File: src/rtl/led_sequencer.sv
// led_sequencer: colour-code stepper, hold-to-run or per-press.
// Define LEDSEQ_BOUNCE_EN for ping-pong instead of wrap-around.
module led_sequencer #(
  parameter int WIDTH    = 3,
  parameter int FIRST    = 1,
  parameter int LAST     = 6,
  parameter int STEP_DIV = 1
) (
  input  logic             clk,
  input  logic             rst,
  input  logic             button,
  input  logic             dir,
  input  logic             mode,
  output logic [WIDTH-1:0] colour,
  output logic             step,
  output logic             wrap
);

  localparam int CW =
    (STEP_DIV > 1) ? $clog2(STEP_DIV) : 1;

  localparam logic [WIDTH-1:0] LO = WIDTH'(FIRST);
  localparam logic [WIDTH-1:0] HI = WIDTH'(LAST);
  localparam logic [CW-1:0] CMAX = CW'(STEP_DIV - 1);

  logic [CW-1:0]    cnt;
  logic [CW-1:0]    cnt_nxt;
  logic             btn_q;
  logic             rev;
  logic             illegal;
  logic             fire;
  logic             down;
  logic [WIDTH-1:0] adv;
  logic             adv_wrap;
`ifdef LEDSEQ_BOUNCE_EN
  logic             adv_flip;
`endif

  // code outside FIRST..LAST forces a recovery cycle
  assign illegal = (colour < LO) || (colour > HI);

  assign down = dir ^ rev;

  // step trigger: rate counter in hold mode, edge in press mode
  always_comb begin
    fire    = 1'b0;
    cnt_nxt = '0;
    if (mode) begin
      fire = button & ~btn_q;
    end else if (button) begin
      if (cnt == CMAX) begin
        fire = 1'b1;
      end else begin
        cnt_nxt = cnt + CW'(1);
      end
    end
  end

  // next code for a step in the effective direction
  always_comb begin
    adv      = colour;
    adv_wrap = 1'b0;
`ifdef LEDSEQ_BOUNCE_EN
    adv_flip = 1'b0;
`endif
    unique case (1'b1)
      (!down && colour == HI): begin
        adv_wrap = 1'b1;
`ifdef LEDSEQ_BOUNCE_EN
        adv      = HI - WIDTH'(1);
        adv_flip = 1'b1;
`else
        adv      = LO;
`endif
      end
      (!down && colour != HI): begin
        adv = colour + WIDTH'(1);
      end
      (down && colour == LO): begin
        adv_wrap = 1'b1;
`ifdef LEDSEQ_BOUNCE_EN
        adv      = LO + WIDTH'(1);
        adv_flip = 1'b1;
`else
        adv      = HI;
`endif
      end
      (down && colour != LO): begin
        adv = colour - WIDTH'(1);
      end
      default: begin
        adv = colour;
      end
    endcase
  end

`ifdef LEDSEQ_BOUNCE_EN
  // direction flag flips at each turnaround
  always_ff @(posedge clk) begin
    if (rst) begin
      rev <= 1'b0;
    end else if (illegal) begin
      rev <= 1'b0;
    end else if (fire) begin
      rev <= rev ^ adv_flip;
    end
  end
`else
  assign rev = 1'b0;
`endif

  // registered colour, counter and status pulses
  always_ff @(posedge clk) begin
    if (rst) begin
      colour <= LO;
      step   <= 1'b0;
      wrap   <= 1'b0;
      cnt    <= '0;
      btn_q  <= 1'b0;
    end else begin
      btn_q <= button;
      if (illegal) begin
        colour <= LO;
        cnt    <= '0;
        step   <= 1'b0;
        wrap   <= 1'b0;
      end else begin
        cnt  <= cnt_nxt;
        step <= fire;
        wrap <= fire & adv_wrap;
        if (fire) begin
          colour <= adv;
        end
      end
    end
  end

endmodule

File: config.mk
export PLATFORM = sky130hd
export DESIGN_NAME = led_sequencer
export DESIGN_NICKNAME = d
export VERILOG_FILES = /design/src/rtl/led_sequencer.sv
export SDC_FILE = /design/constraint.sdc
export NUM_CORES = 1
export LEC_CHECK = 0
export CORE_AREA = 2 2 39 41
export CTS_CLUSTER_DIAMETER = 150
export DETAILED_ROUTE_END_ITERATION = 10
export DIE_AREA = 0 0 41 43
export SLEW_MARGIN = 20
export SYNTH_ARGS = -nofsm -noshare
export SYNTH_HDL_FRONTEND = slang
export SYNTH_SLANG_ARGS = --single-unit
File: constraint.sdc
create_clock -name clk -period 1.9 [get_ports clk]
set_input_delay 0.285 -clock clk [delete_from_list [all_inputs] [get_ports clk]]
set_output_delay 0.285 -clock clk [all_outputs]
set_load 0.05 [all_outputs]
==> results <==
==> through the flow <==
step                      area (sq um)  cells  total power, mW  util (%)
after floorplan                    437     45            0.279         -
after global placement             541     70            0.322      39.1
after detailed placement           541     70            0.322      39.1
after CTS                          567     74            0.458      41.0
after global routing               567     74            0.481      41.0
final                              567     74            0.448      41.0
==> power by group through the flow <==
stage | combinational [mW] | sequential, mW | clock [mW]
2_1_floorplan | 0.0728 | 0.206 | 0
3_3_place_gp | 0.143 | 0.179 | 0
3_5_place_dp | 0.143 | 0.179 | 0
4_1_cts | 0.144 | 0.176 | 0.139
5_1_grt | 0.155 | 0.178 | 0.148
6_report | 0.143 | 0.176 | 0.130
==> layout by cell type (no fill, tap or decap) <==
| master | instances |
|---|---|
| sky130_fd_sc_hd__clkdlybuf4s50_1 | 8 |
| sky130_fd_sc_hd__nor2_1 | 5 |
| sky130_fd_sc_hd__dfxtp_1 | 5 |
| sky130_fd_sc_hd__inv_1 | 4 |
| sky130_fd_sc_hd__ha_1 | 4 |
| sky130_fd_sc_hd__clkbuf_4 | 3 |
| sky130_fd_sc_hd__nor3_1 | 2 |
| sky130_fd_sc_hd__nor4_1 | 2 |
| sky130_fd_sc_hd__a21oi_1 | 2 |
| sky130_fd_sc_hd__or3_1 | 2 |
| sky130_fd_sc_hd__dfxtp_2 | 2 |
| sky130_fd_sc_hd__buf_4 | 2 |
| sky130_fd_sc_hd__and3b_1 | 1 |
| sky130_fd_sc_hd__mux2_2 | 1 |
| sky130_fd_sc_hd__nand2b_4 | 1 |
| sky130_fd_sc_hd__mux2_4 | 1 |
| sky130_fd_sc_hd__a2111oi_2 | 1 |
| sky130_fd_sc_hd__and3b_2 | 1 |
| sky130_fd_sc_hd__a32o_2 | 1 |
| sky130_fd_sc_hd__o21ai_0 | 1 |
| sky130_fd_sc_hd__o311ai_1 | 1 |
| sky130_fd_sc_hd__nor3b_1 | 1 |
| sky130_fd_sc_hd__o211ai_1 | 1 |
| sky130_fd_sc_hd__o221a_2 | 1 |
| sky130_fd_sc_hd__nand3_1 | 1 |
| sky130_fd_sc_hd__nand3b_1 | 1 |
| sky130_fd_sc_hd__a211oi_2 | 1 |
| sky130_fd_sc_hd__clkbuf_1 | 1 |
| sky130_fd_sc_hd__conb_1 | 1 |
==> flip-flops by register name (all words and copies together) (netlist names) <==
name / count
btn_q: 1
colour: 3
cnt: 1
step: 1
wrap: 1
==> worst paths after layout <==
path                          start                      to  slack (ns)  depth (start not counted)
max reg2reg  colour[0]$_SDFFE_PP1P_  colour[1]$_SDFFE_PP0P_        0.27                          5
max          colour[1]$_SDFFE_PP0P_               colour[1]        0.16                          1
min          colour[0]$_SDFFE_PP1P_  colour[0]$_SDFFE_PP1P_        0.58                          2
min reg2reg  colour[0]$_SDFFE_PP1P_  colour[0]$_SDFFE_PP1P_        0.58                          2
==> cell families after synthesis <==
family          after synthesis  share of synthesized area, %
other cells                   1                         0.864
simple gates                 17                          24.5
buf+inv                       5                          6.05
fa+ha+maj                     4                          11.5
mux                           2                          6.05
flops                         7                          32.3
compound gates                9                          18.7
==> layer usage <==
| metal | track usage [%] | vias up | wire length [um] |
|---|---|---|---|
| li1 | - | 190 | - |
| met1 | 14.7 | 155 | 406 |
| met2 | 16.9 | 8 | 420 |
| met3 | 3.14 | 0 | 27 |
| met4 | 12.0 | 0 | 0 |
| met5 | 0 | - | 0 |
==> final cells by class <==
type / count / area, sq um
Tap cell: 16 / 20.0
Multi-Input combinational cell: 33 / 268
Fill cell: 151 / 817
Inverter: 4 / 15.0
Timing Repair Buffer: 10 / 95.1
Clock buffer: 4 / 26.3
Sequential cell: 7 / 143
==> qor.txt <==
===============================================================================================
Result of the run ................................................................ finished clean
Area overhead of the layout relative to synthesis ................................        30.5%
Slowest CP cell .................................................................. sky130_fd_sc_hd__clkdlybuf4s50_1
Post-Route WL ....................................................................       854 um
Total of flip-flops plus latches after synthesis .................................            7
Type of the worst setup path .....................................................   reg -> out
Top post-synthesis cells by area ................................................. sky130_fd_sc_hd__dfxtp_1, sky130_fd_sc_hd__ha_1, sky130_fd_sc_hd__nor2_1, sky130_fd_sc_hd__a2111oi_2, sky130_fd_sc_hd__inv_1
Type of destination of the critical path .........................................   output pin
Final Wtd Congestion .............................................................        0.841
Sequential share of power ........................................................        39.1%
Most used flip-flop cell after synthesis ......................................... sky130_fd_sc_hd__dfxtp_1
Total congestion overflow ........................................................            0
Post-synthesis instance total ....................................................           45
YS warnings ......................................................................            0
Setup crit start kind ............................................................         flop
Fraction of synthesized cell area taken by the top area cell type ................        32.3%
Nets .............................................................................           68
Clock tree from TritonCTS ........................................................        built
Fraction of power spent switching nets ...........................................        32.5%
Family with the most delay on the worst path ..................................... buffers and inverters
Clock sink count .................................................................            7
Post-CTS setup repair buffer count ...............................................            0
Proportion of power drawn by combinational gates .................................        31.8%
Buffers plus inverters on the worst setup path ...................................            1
Horiz. Die Dim ...................................................................        41 um
Setup TNS Final ..................................................................         0 ns
Switching power summed over all nets .............................................     0.146 mW
Synth area leader ................................................................ sky130_fd_sc_hd__dfxtp_1
Post-layout min period ...........................................................      1.74 ns
Buffers from clock root to sink, at most .........................................            2
Layout cell share with drive strength beyond 1 ...................................        25.9%
Data arrival time of the critical path ...........................................      1.45 ns
CTS HTree Levels .................................................................            1
Number of flops mapped to enable cells by yosys ..................................            0
Number of distinct library cells after synthesis .................................           25
HPWL reported at the end of detailed placement ...................................       678 um
Max cap viols ....................................................................            0
Syn_nets .........................................................................           54
Number of global-route vias before repair ........................................          345
Effective utilization at floorplan ...............................................        31.4%
Worst setup timing slack at the placement stage ..................................     0.220 ns
DRC violation count after routing ................................................            0
Setup repair after global routing missed its margin ..............................           no
Highest clock rate ...............................................................      575 MHz
Static power due to leakage ......................................................     0.245 nW
Mean routed wirelength per cell ..................................................      11.5 um
Hold violation total from the final report .......................................            0
Vias per cell ....................................................................         4.77
DR vias ..........................................................................          353
Worst hold-check slack ...........................................................     0.577 ns
Global router's overall resource usage ...........................................        12.4%
Antenna violations before repair .................................................            0
Worst-case vdd ir drop ...........................................................     0.177 mV
DIE AREA ......................................................................... 0.00176 sq mm
Post-route setup slack ...........................................................     0.161 ns
DIE HEIGHT .......................................................................        43 um
Diode count ......................................................................            0
Drt initial violations ...........................................................            6
Internal power contribution ......................................................     0.303 mW
Wire length of the first global-routing pass .....................................      1430 um
Root buffer cell ................................................................. sky130_fd_sc_hd__clkbuf_4
Post-route antenna net violation count ...........................................            0
Largest net degree at the start of global routing ................................           10
Most used standard cells in the synthesized netlist .............................. sky130_fd_sc_hd__dfxtp_1, sky130_fd_sc_hd__nor2_1, sky130_fd_sc_hd__ha_1, sky130_fd_sc_hd__inv_1
Final critical-path share of the clock period ....................................        91.6%
Clock power share ................................................................        29.1%
Worst path cell trace ............................................................ clkdlybuf4s50_1
Number of port buffers ...........................................................            9
Cell with the most instances after synthesis ..................................... sky130_fd_sc_hd__dfxtp_1
Max-slew violation count .........................................................            0
Synthesized area divided by synthesized cell count ...............................   9.65 sq um
Fraction of registers with async set/reset .......................................           0%
Number of gates resized after cts ................................................            0
Cell area after synthesis ........................................................    434 sq um
Type of the worst min-delay path .................................................   reg -> reg
TritonCTS buffer count ...........................................................            3
I/O pin cnt ......................................................................           10
Data required time at the worst endpoint .........................................      1.62 ns
Core region area ................................................................. 0.00138 sq mm
Number of buffers added to fix hold violations after cts .........................            0
Critical-path maximum fanout .....................................................            7
Slowest Stage Delay on Critical Path .............................................      0.82 ns
Number of iterations in the first detailed-routing pass ..........................            4
Clock input transition at the sequential cells of the worst setup and hold paths .      0.05 ns
Clk_lat worst skew ...............................................................      0.25 ns
Fraction of the yosys area taken by sequential cells .............................        32.3%
Power per unit of standard cell area .............................................  791 mW/mm^2
Site row count ...................................................................           14
Setup Skew .......................................................................   0.00292 ns
Setup-violating endpoint count in the final report ...............................            0
===============================================================================================
Power figures use the tool's default switching activity.
